$ cat src/rtl/fifo2_arbiter.sv
// fifo2_arbiter
// Two-requester front end for the fifo2 byte-to-word packer. Ownership of the
// shared byte port is granted for a whole byte pair, so every 16-bit word that
// fifo2 produces holds bytes from a single requester. An owner-tag queue runs
// in step with fifo2's word stream and labels each word with its requester.
//
// state | meaning
// ------+---------------------------------------------------------------
// IDLE  | no pair in progress; arbitrate when a requester is valid and
//       | the owner queue has room
// BYTE0 | pair granted, waiting for the first byte transfer
// BYTE1 | first byte taken, waiting for the second; tag pushed on transfer

module fifo2_arbiter #(
    parameter int OWNER_DEPTH = 4
) (
    input  logic        clk,
    input  logic        rstn,

    input  logic        req0_valid,
    output logic        req0_enable,
    input  logic [7:0]  req0_data,

    input  logic        req1_valid,
    output logic        req1_enable,
    input  logic [7:0]  req1_data,

    output logic        fifo_input_valid,
    input  logic        fifo_input_enable,
    output logic [7:0]  fifo_data_in,

    input  logic        fifo_output_valid,
    output logic        fifo_output_enable,
    input  logic [15:0] fifo_data_out,

    output logic        out_valid,
    input  logic        out_enable,
    output logic [15:0] out_data,
    output logic        out_owner
);

    localparam int PTR_W = (OWNER_DEPTH > 1) ? $clog2(OWNER_DEPTH) : 1;
    localparam int CNT_W = $clog2(OWNER_DEPTH + 1);
    localparam logic [CNT_W-1:0] DEPTH_C = CNT_W'(OWNER_DEPTH);
    localparam logic [PTR_W-1:0] PTR_LAST = PTR_W'(OWNER_DEPTH - 1);

    typedef enum logic [1:0] {
        IDLE  = 2'd0,
        BYTE0 = 2'd1,
        BYTE1 = 2'd2
    } state_t;

    state_t state;
    state_t state_nxt;

    logic grant;
    logic grant_nxt;
    logic last_grant;
    logic last_grant_nxt;

    // Owner-tag queue: one bit per word held in fifo2.
    logic [OWNER_DEPTH-1:0] tag_q;
    logic [PTR_W-1:0]       wr_ptr;
    logic [PTR_W-1:0]       rd_ptr;
    logic [CNT_W-1:0]       count;

    logic       q_empty;
    logic       q_full;
    logic       sel_valid;
    logic [7:0] sel_data;
    logic       in_xfer;
    logic       out_xfer;
    logic       tag_push;
    logic       tag_pop;

    assign q_empty = (count == '0);
    assign q_full  = (count == DEPTH_C);

    // Granted requester as seen through the input mux.
    assign sel_valid = grant ? req1_valid : req0_valid;
    assign sel_data  = grant ? req1_data  : req0_data;

    assign in_xfer  = (state != IDLE) && sel_valid && fifo_input_enable;
    assign tag_push = in_xfer && (state == BYTE1);

    // Output handshake is gated by the tag queue so a word is never presented
    // without its owner; the two streams stay in lock step.
    assign out_valid          = fifo_output_valid && !q_empty;
    assign fifo_output_enable = out_enable && !q_empty;
    assign out_data           = fifo_data_out;
    assign out_owner          = q_empty ? 1'b0 : tag_q[rd_ptr];
    assign out_xfer           = out_valid && out_enable;
    assign tag_pop            = out_xfer;

    // FSM state, grant and round-robin history registers.
    always_ff @(posedge clk or negedge rstn) begin
        if (!rstn) begin
            state      <= IDLE;
            grant      <= 1'b0;
            last_grant <= 1'b1;
        end else begin
            state      <= state_nxt;
            grant      <= grant_nxt;
            last_grant <= last_grant_nxt;
        end
    end

    // Next-state logic, arbitration and the byte input mux.
    always_comb begin
        state_nxt        = state;
        grant_nxt        = grant;
        last_grant_nxt   = last_grant;
        fifo_input_valid = 1'b0;
        fifo_data_in     = 8'h00;
        req0_enable      = 1'b0;
        req1_enable      = 1'b0;

        case (state)
            IDLE: begin
                // A full tag queue blocks new grants; fifo2 is full as well.
                if (!q_full && (req0_valid || req1_valid)) begin
                    if (req0_valid && req1_valid) begin
                        grant_nxt = ~last_grant;
                    end else begin
                        grant_nxt = req1_valid;
                    end
                    state_nxt = BYTE0;
                end
            end

            BYTE0, BYTE1: begin
                fifo_input_valid = sel_valid;
                fifo_data_in     = sel_data;
                if (grant) begin
                    req1_enable = fifo_input_enable;
                end else begin
                    req0_enable = fifo_input_enable;
                end

                // Grant stays locked until the pair completes, even if the
                // owner stalls and the other requester is waiting.
                if (in_xfer) begin
                    if (state == BYTE0) begin
                        state_nxt = BYTE1;
                    end else begin
                        state_nxt      = IDLE;
                        last_grant_nxt = grant;
                    end
                end
            end

            default: begin
                state_nxt = IDLE;
            end
        endcase
    end

    // Owner-tag queue storage and pointers; push on pair completion, pop on
    // each output word transfer.
    always_ff @(posedge clk or negedge rstn) begin
        if (!rstn) begin
            tag_q  <= '0;
            wr_ptr <= '0;
            rd_ptr <= '0;
        end else begin
            if (tag_push) begin
                tag_q[wr_ptr] <= grant;
                wr_ptr        <= (wr_ptr == PTR_LAST) ? '0 : wr_ptr + 1'b1;
            end
            if (tag_pop) begin
                rd_ptr <= (rd_ptr == PTR_LAST) ? '0 : rd_ptr + 1'b1;
            end
        end
    end

    // Tag occupancy; a simultaneous push and pop leaves it unchanged.
    always_ff @(posedge clk or negedge rstn) begin
        if (!rstn) begin
            count <= '0;
        end else begin
            case ({tag_push, tag_pop})
                2'b10:   count <= count + 1'b1;
                2'b01:   count <= count - 1'b1;
                default: count <= count;
            endcase
        end
    end

endmodule

$ cat config.mk
export PLATFORM = sky130hd
export DESIGN_NAME = fifo2_arbiter
export DESIGN_NICKNAME = d
export VERILOG_FILES = /design/src/rtl/fifo2_arbiter.sv
export SDC_FILE = /design/constraint.sdc
export NUM_CORES = 1
export LEC_CHECK = 0
export BUFFER_PORTS_ARGS = -buffer_cell sky130_fd_sc_hd__buf_2
export CORE_MARGIN = 2
export CORE_UTILIZATION = 30
export CTS_CLUSTER_DIAMETER = 150
export DETAILED_ROUTE_END_ITERATION = 10
export RECOVER_POWER = 50
export SLEW_MARGIN = 20
export SYNTH_ARGS = -nofsm -noshare
export SYNTH_HDL_FRONTEND = slang
export SYNTH_SLANG_ARGS = --single-unit
$ cat constraint.sdc
create_clock -name clk -period 2.7 [get_ports clk]
set_clock_uncertainty 0.1 [all_clocks]
set_input_delay 0.135 -clock clk [delete_from_list [all_inputs] [get_ports clk]]
set_output_delay 0.135 -clock clk [all_outputs]
set_load 0.03 [all_outputs]
== Word-level counts from Yosys, hierarchy flattened ==
Index checks and enable logic that the tools add are counted.
Operators by class
  order comparisons: 3
  $add $sub $neg: 4
  reduce and logical (&&, ||, !) cells: 20
  bitwise gates (word level): 2
  multiplexer cells: 22
  eq/ne operators: 9
Operators by type and width (number)
  two-way mux 8 bit: 2
  two-way mux 1 bit: 10
  two-way mux 2 bit: 5
  logical AND 1 bit: 9
  equality test 2 bit (second input constant): 4
  < comparator 2 x 3 -> 1 bit (second input constant): 2
  one-hot mux 3 bit (2 select lines): 1
  adder 2 x 1 -> 2 bit (second input constant): 2
  bitwise mux 4 bit: 1
  equality test 2 x 1 -> 1 bit (second input constant): 2
  != test 2 bit (second input constant): 2
  one-hot mux 2 bit (2 select lines): 1
  AND reduction 2 bit: 2
  nonzero test 2 bit: 2
  adder 3 x 1 -> 3 bit (second input constant): 1
  equality test 3 bit (second input constant): 1
  zero test 3 bit: 1
  AND reduction 3 bit: 1
  subtractor 3 x 1 -> 3 bit (second input constant): 1
  binary-select mux 1 bit (select 2 bit): 1
  demux 1 bit (select 2 bit): 1
  greater-or-equal comparator 2 x 1 -> 1 bit (second input constant): 1
  zero test 1 bit: 2
  zero test 2 bit: 1
  3 further kinds: 4
Word-level totals
  output and inout bits: 30
  bits of input ports: 39
  register bits: 15
  logic and storage cells: 67

== Logic depth before layout (Yosys ltp) ==
  word-level depth: 6
  mapped depth: 10
  gate-level depth less buffers: 10

== Worst setup path after synthesis ==
Ideal clock, no wire load.
  path kind: register to register
  start point: reg count[1]
  end point: reg count[1]
  period minus slack after synthesis: 2.212 ns
  data required time: 2.517 ns
  library setup time: 0.083 ns
  path buffers: 0
  slack: 0.488 ns
  stages on the path, launching flop included: 9
  arrival time: 2.029 ns
  cell sequence: dfrtp_1 -> or3_1 -> and2_1 -> nand2_1 -> inv_1 -> ha_1 -> inv_1 -> fa_1 -> o21ai_0
Between the ends
  longest elaborated chain between the ends: 6
  elaborated cells on any way between the ends: 10
  those cells by class: add/sub: 2; eq/ne: 2; mux: 1; reduce/logical: 5
Ends and longest elaborated chain
  from (decl): line 65  | logic [CNT_W-1:0] count;
  from (signal assigned): line 182  | 2'b10: count <= count + 1'b1;
  from (signal assigned): line 183  | 2'b01: count <= count - 1'b1;
  from (signal assigned): line 184  | default: count <= count;
  zero test 3 bit *: line 76  | assign q_empty = (count == '0);
  zero test 1 bit *: line 88  | assign out_valid = fifo_output_valid && !q_empty;
  logical AND 1 bit *: line 88
  logical AND 1 bit *: line 92  | assign out_xfer = out_valid && out_enable;
  net out_xfer: line 72  | logic out_xfer;
  equality test 2 x 1 -> 1 bit or equality test 2 bit (tied branches): line 181  | case ({tag_push, tag_pop})
  one-hot mux 3 bit (2 select lines) or nonzero test 2 bit (tied branches)
The timed path passes the listed nets; every way through them passes the cells marked *.
A chain may end at the register's enable or synchronous reset.

== Worst setup path after layout ==
  start point: reg count[1]
  end point: reg count[2]
The elaborated chain is that of the path after synthesis.

==> run summary <==
Dividing the detail-routed wire length by the instance count gives 12.8 um. Post-CTS timing repair inserted 0 buffers for setup. The area enclosed by the die boundary came out at 4350 um2. The clock network latency to the later pin of the worst-skew pair was 250 ps. The tools report the reported max-cap violation count as 0. Cells fill 35.9% of the core in the end. The net count of the finished layout is 192.

The detailed-router iteration count before antenna repair is 4, and the number of endpoints failing setup at the final stage is 0. At the end of routability-driven placement, the weighted congestion stood at 0.731. The count of warnings emitted by yosys was 0. By area the synthesized netlist is led by sky130_fd_sc_hd__dfrtp_1 30%, sky130_fd_sc_hd__ha_1 11%, sky130_fd_sc_hd__buf_4 10%. STA puts the critical path data arrival time at 2260 ps. The path class of the tightest hold or removal check is in -> reg. In the routed layout, each cell is associated on average with a via count of 4.63. After layout, the worst setup slack is 476 ps. The maximum net fanout on the critical path is 4.

The flow ran to the end, and the final reports show no timing, DRC or antenna violations. Adding up every negative setup slack in the final design gives 0 ps. The leakage power figure was 0.000694 uW; the number of placement rows was 22.

The level count of the clock H-tree was 1; the I/O pin count was 69. In the final layout, the share of cells above drive strength 1 is 38.3%. The number of slew-limit violations in the final report is 0, and the clock buffer count from CTS is 3. The element type at the critical path end is a flip-flop. 0 antenna diodes ended up in the layout.

Of the available clock period, the critical path in the final layout requires 82.4%. Prior to clock tree synthesis, the placed netlist has a worst setup slack of 494 ps. The final wirelength was 2.42 mm; the total nets after synthesis was 166. Entering global routing, the biggest net connects 17 pins. The critical path goes through or3_1 -> and2_1 -> nand2_1 -> inv_1 -> ha_1 -> inv_1 -> fa_1 -> xor2_1 -> nor2_1 -> xor2_1.

After synthesis, the largest area contributor takes up 30.4% of total cell area. On the critical path, the stage with the largest delay is an instance of sky130_fd_sc_hd__dfrtp_1. The clock transition at the registers of the reported paths is 60 ps. The worst setup path is launched from a flip-flop. At the pin with the least slew margin, the transition time is 839 ps. Category of the critical setup timing path: reg -> reg. The die is 65.9 um tall. TritonCTS built the clock tree. Data on the critical path is required at its endpoint by 2730 ps. The total of buffers placed on input and output ports is 36, and the achievable clock frequency is 0.450 GHz.

For the minimum hold slack, the log shows 16.5 ps. The clock passes through at most 2 buffers. Once detailed placement completed, the half-perimeter wirelength came to 1.92 mm. The most common library cell in the layout ignoring fill and taps is sky130_fd_sc_hd__buf_2. The setup slack of the most critical reg-to-reg path is 480 ps. Biggest area consumer among synthesized cells: sky130_fd_sc_hd__dfrtp_1. The die is 65.9 um wide. The instance count of the mapped netlist was 116. Setup repair after global routing left no endpoint under its margin. The final count of hold timing violations was 0; the longest individual stage delay on the worst path was 410 ps. The tools report the number of vias after detailed routing as 875. The first global-routing pass estimated 3.91 mm of wire. The run gives 1150 um2 as the combined area of all synthesized cells. The tools report the portion of the post-synthesis area used by sequential elements as 32.7%.

The clock period minus worst slack was 2220 ps; the power density over the cells was 1210 nW/um2. The synthesized design contains 15 register bits. The number of DRC violations after detailed routing is 0, and the number of nets with antenna violations after detailed routing is 0. The cell sitting at the root of the clock tree is a sky130_fd_sc_hd__clkbuf_8. The number of global-route vias before repair was 898.

The overall overflow remaining after global route came out at 0. Relative to the synthesized area, the layout overhead comes to 15.1%. The peak supply drop was 0.000427 V; the average instance area after synthesis was 9.92 um2. The library cells used most frequently in the layout, excluding fill and tap cells, are 35 x sky130_fd_sc_hd__buf_2, 15 x sky130_fd_sc_hd__nor2_1, 14 x sky130_fd_sc_hd__dfrtp_1.

After floorplanning, the core was sized to cover 3690 um2. For the worst flop-to-flop path, the logic depth is 10. The number of cells traversed by the worst hold path came out at 2. Distinct cell type count of the synthesized netlist: 29. Global routing used 11.9% of the available tracks across all layers.

Measured against its own limit, the worst slew margin works out to 44.1%. The sink count of the clock tree is 15. Once the floorplan was initialized, standard cells occupied 31.2% of the core. The run gives 0 as the initial antenna violation count. After the first detailed-routing iteration, the DRC count stood at 17.
## cell usage after synthesis (all sizes together)
cell type / count
nor2: 15
xnor2: 1
a21boi: 1
mux2i: 9
buf: 17
a21oi: 3
clkbuf: 1
xor2: 2
or3: 1
o2bb2ai: 2
o21ai: 1
nor3b: 1
nor4bb: 1
and3: 1
mux4: 1
a31oi: 1
clkinv: 1
nand2b: 1
nand3: 4
dfrtp: 14
nand2: 5
inv: 8
dfstp: 1
fa: 1
and2: 3
ha: 10
mux2: 10
## metrics by stage
step / instances / area (um2) / total power (uW)
CTS: 189 / 1330 / 1620
finish: 189 / 1330 / 1610
global placement: 184 / 1270 / 1380
floorplan: 116 / 1150 / 1210
global route: 189 / 1330 / 1740
detailed placement: 184 / 1270 / 1430
## state kept, by name, summed over array words and instances, names as in the netlist
name / cells
tag_q: 4
count: 3
rd_ptr: 2
state: 2
wr_ptr: 2
grant: 1
last_grant: 1
## power breakdown
part	internal, uW	total (uW)	switching [uW]
registers	336	430	93.6
logic	392	990	597
clock network	105	189	83.8
## worst paths after layout
check	from	to
worst min-delay path	req0_valid	grant$_DFFE_PN0P_
worst max register to register	count[1]$_DFFE_PN0P_	count[2]$_DFFE_PN0P_
worst max-delay path	count[1]$_DFFE_PN0P_	count[2]$_DFFE_PN0P_
worst min register to register	tag_q[1]$_DFFE_PN0P_	tag_q[1]$_DFFE_PN0P_
min in group asynchronous	rstn	tag_q[2]$_DFFE_PN0P_
max in group asynchronous	rstn	count[2]$_DFFE_PN0P_
## timing repair
action	CTS	global route
gates resized for setup	0	0
hold buffers	1	0
hold endpoints to repair	15	0
## logic make-up (layout without fill, tap and decap cells)
| family | Yosys count | after routing | synth area share [%] |
|---|---|---|---|
| flops | 15 | 15 | 32.7 |
| simple gates | 32 | 32 | 13.7 |
| mux | 20 | 20 | 19.6 |
| compound gates | 8 | 8 | 4.46 |
| fa+ha+maj | 11 | 11 | 12.6 |
| buf+inv | 27 | 52 | 14.7 |
| xor+xnor | 3 | 3 | 2.28 |
## metal layers
| layer | vias up | global-route usage, % | routed length, um |
|---|---|---|---|
| met5 | - | 0 | 0 |
| met1 | 403 | 13.8 | 1060 |
| li1 | 419 | - | - |
| met4 | 0 | 4.85 | 44 |
| met2 | 48 | 21.2 | 1100 |
| met3 | 5 | 2.21 | 220 |
## worst max-delay path, delay by kind of cell (launching register included)
family / cells / cell delay (ps)
AND/OR/NAND/NOR: 4 / 760
flip-flops: 1 / 410
adder cells (fa/ha/maj): 2 / 390
XOR/XNOR: 2 / 300
buffers and inverters: 2 / 130
## area by class of cell
cell class,instances,area [um2]
clock buffer,4,45.0
fill,384,2360
inverter,9,33.8
multi-input combinational,74,606
sequential,15,377
tap,48,60.1
timing repair buffer,39,204
Power figures use the tool's default switching activity.
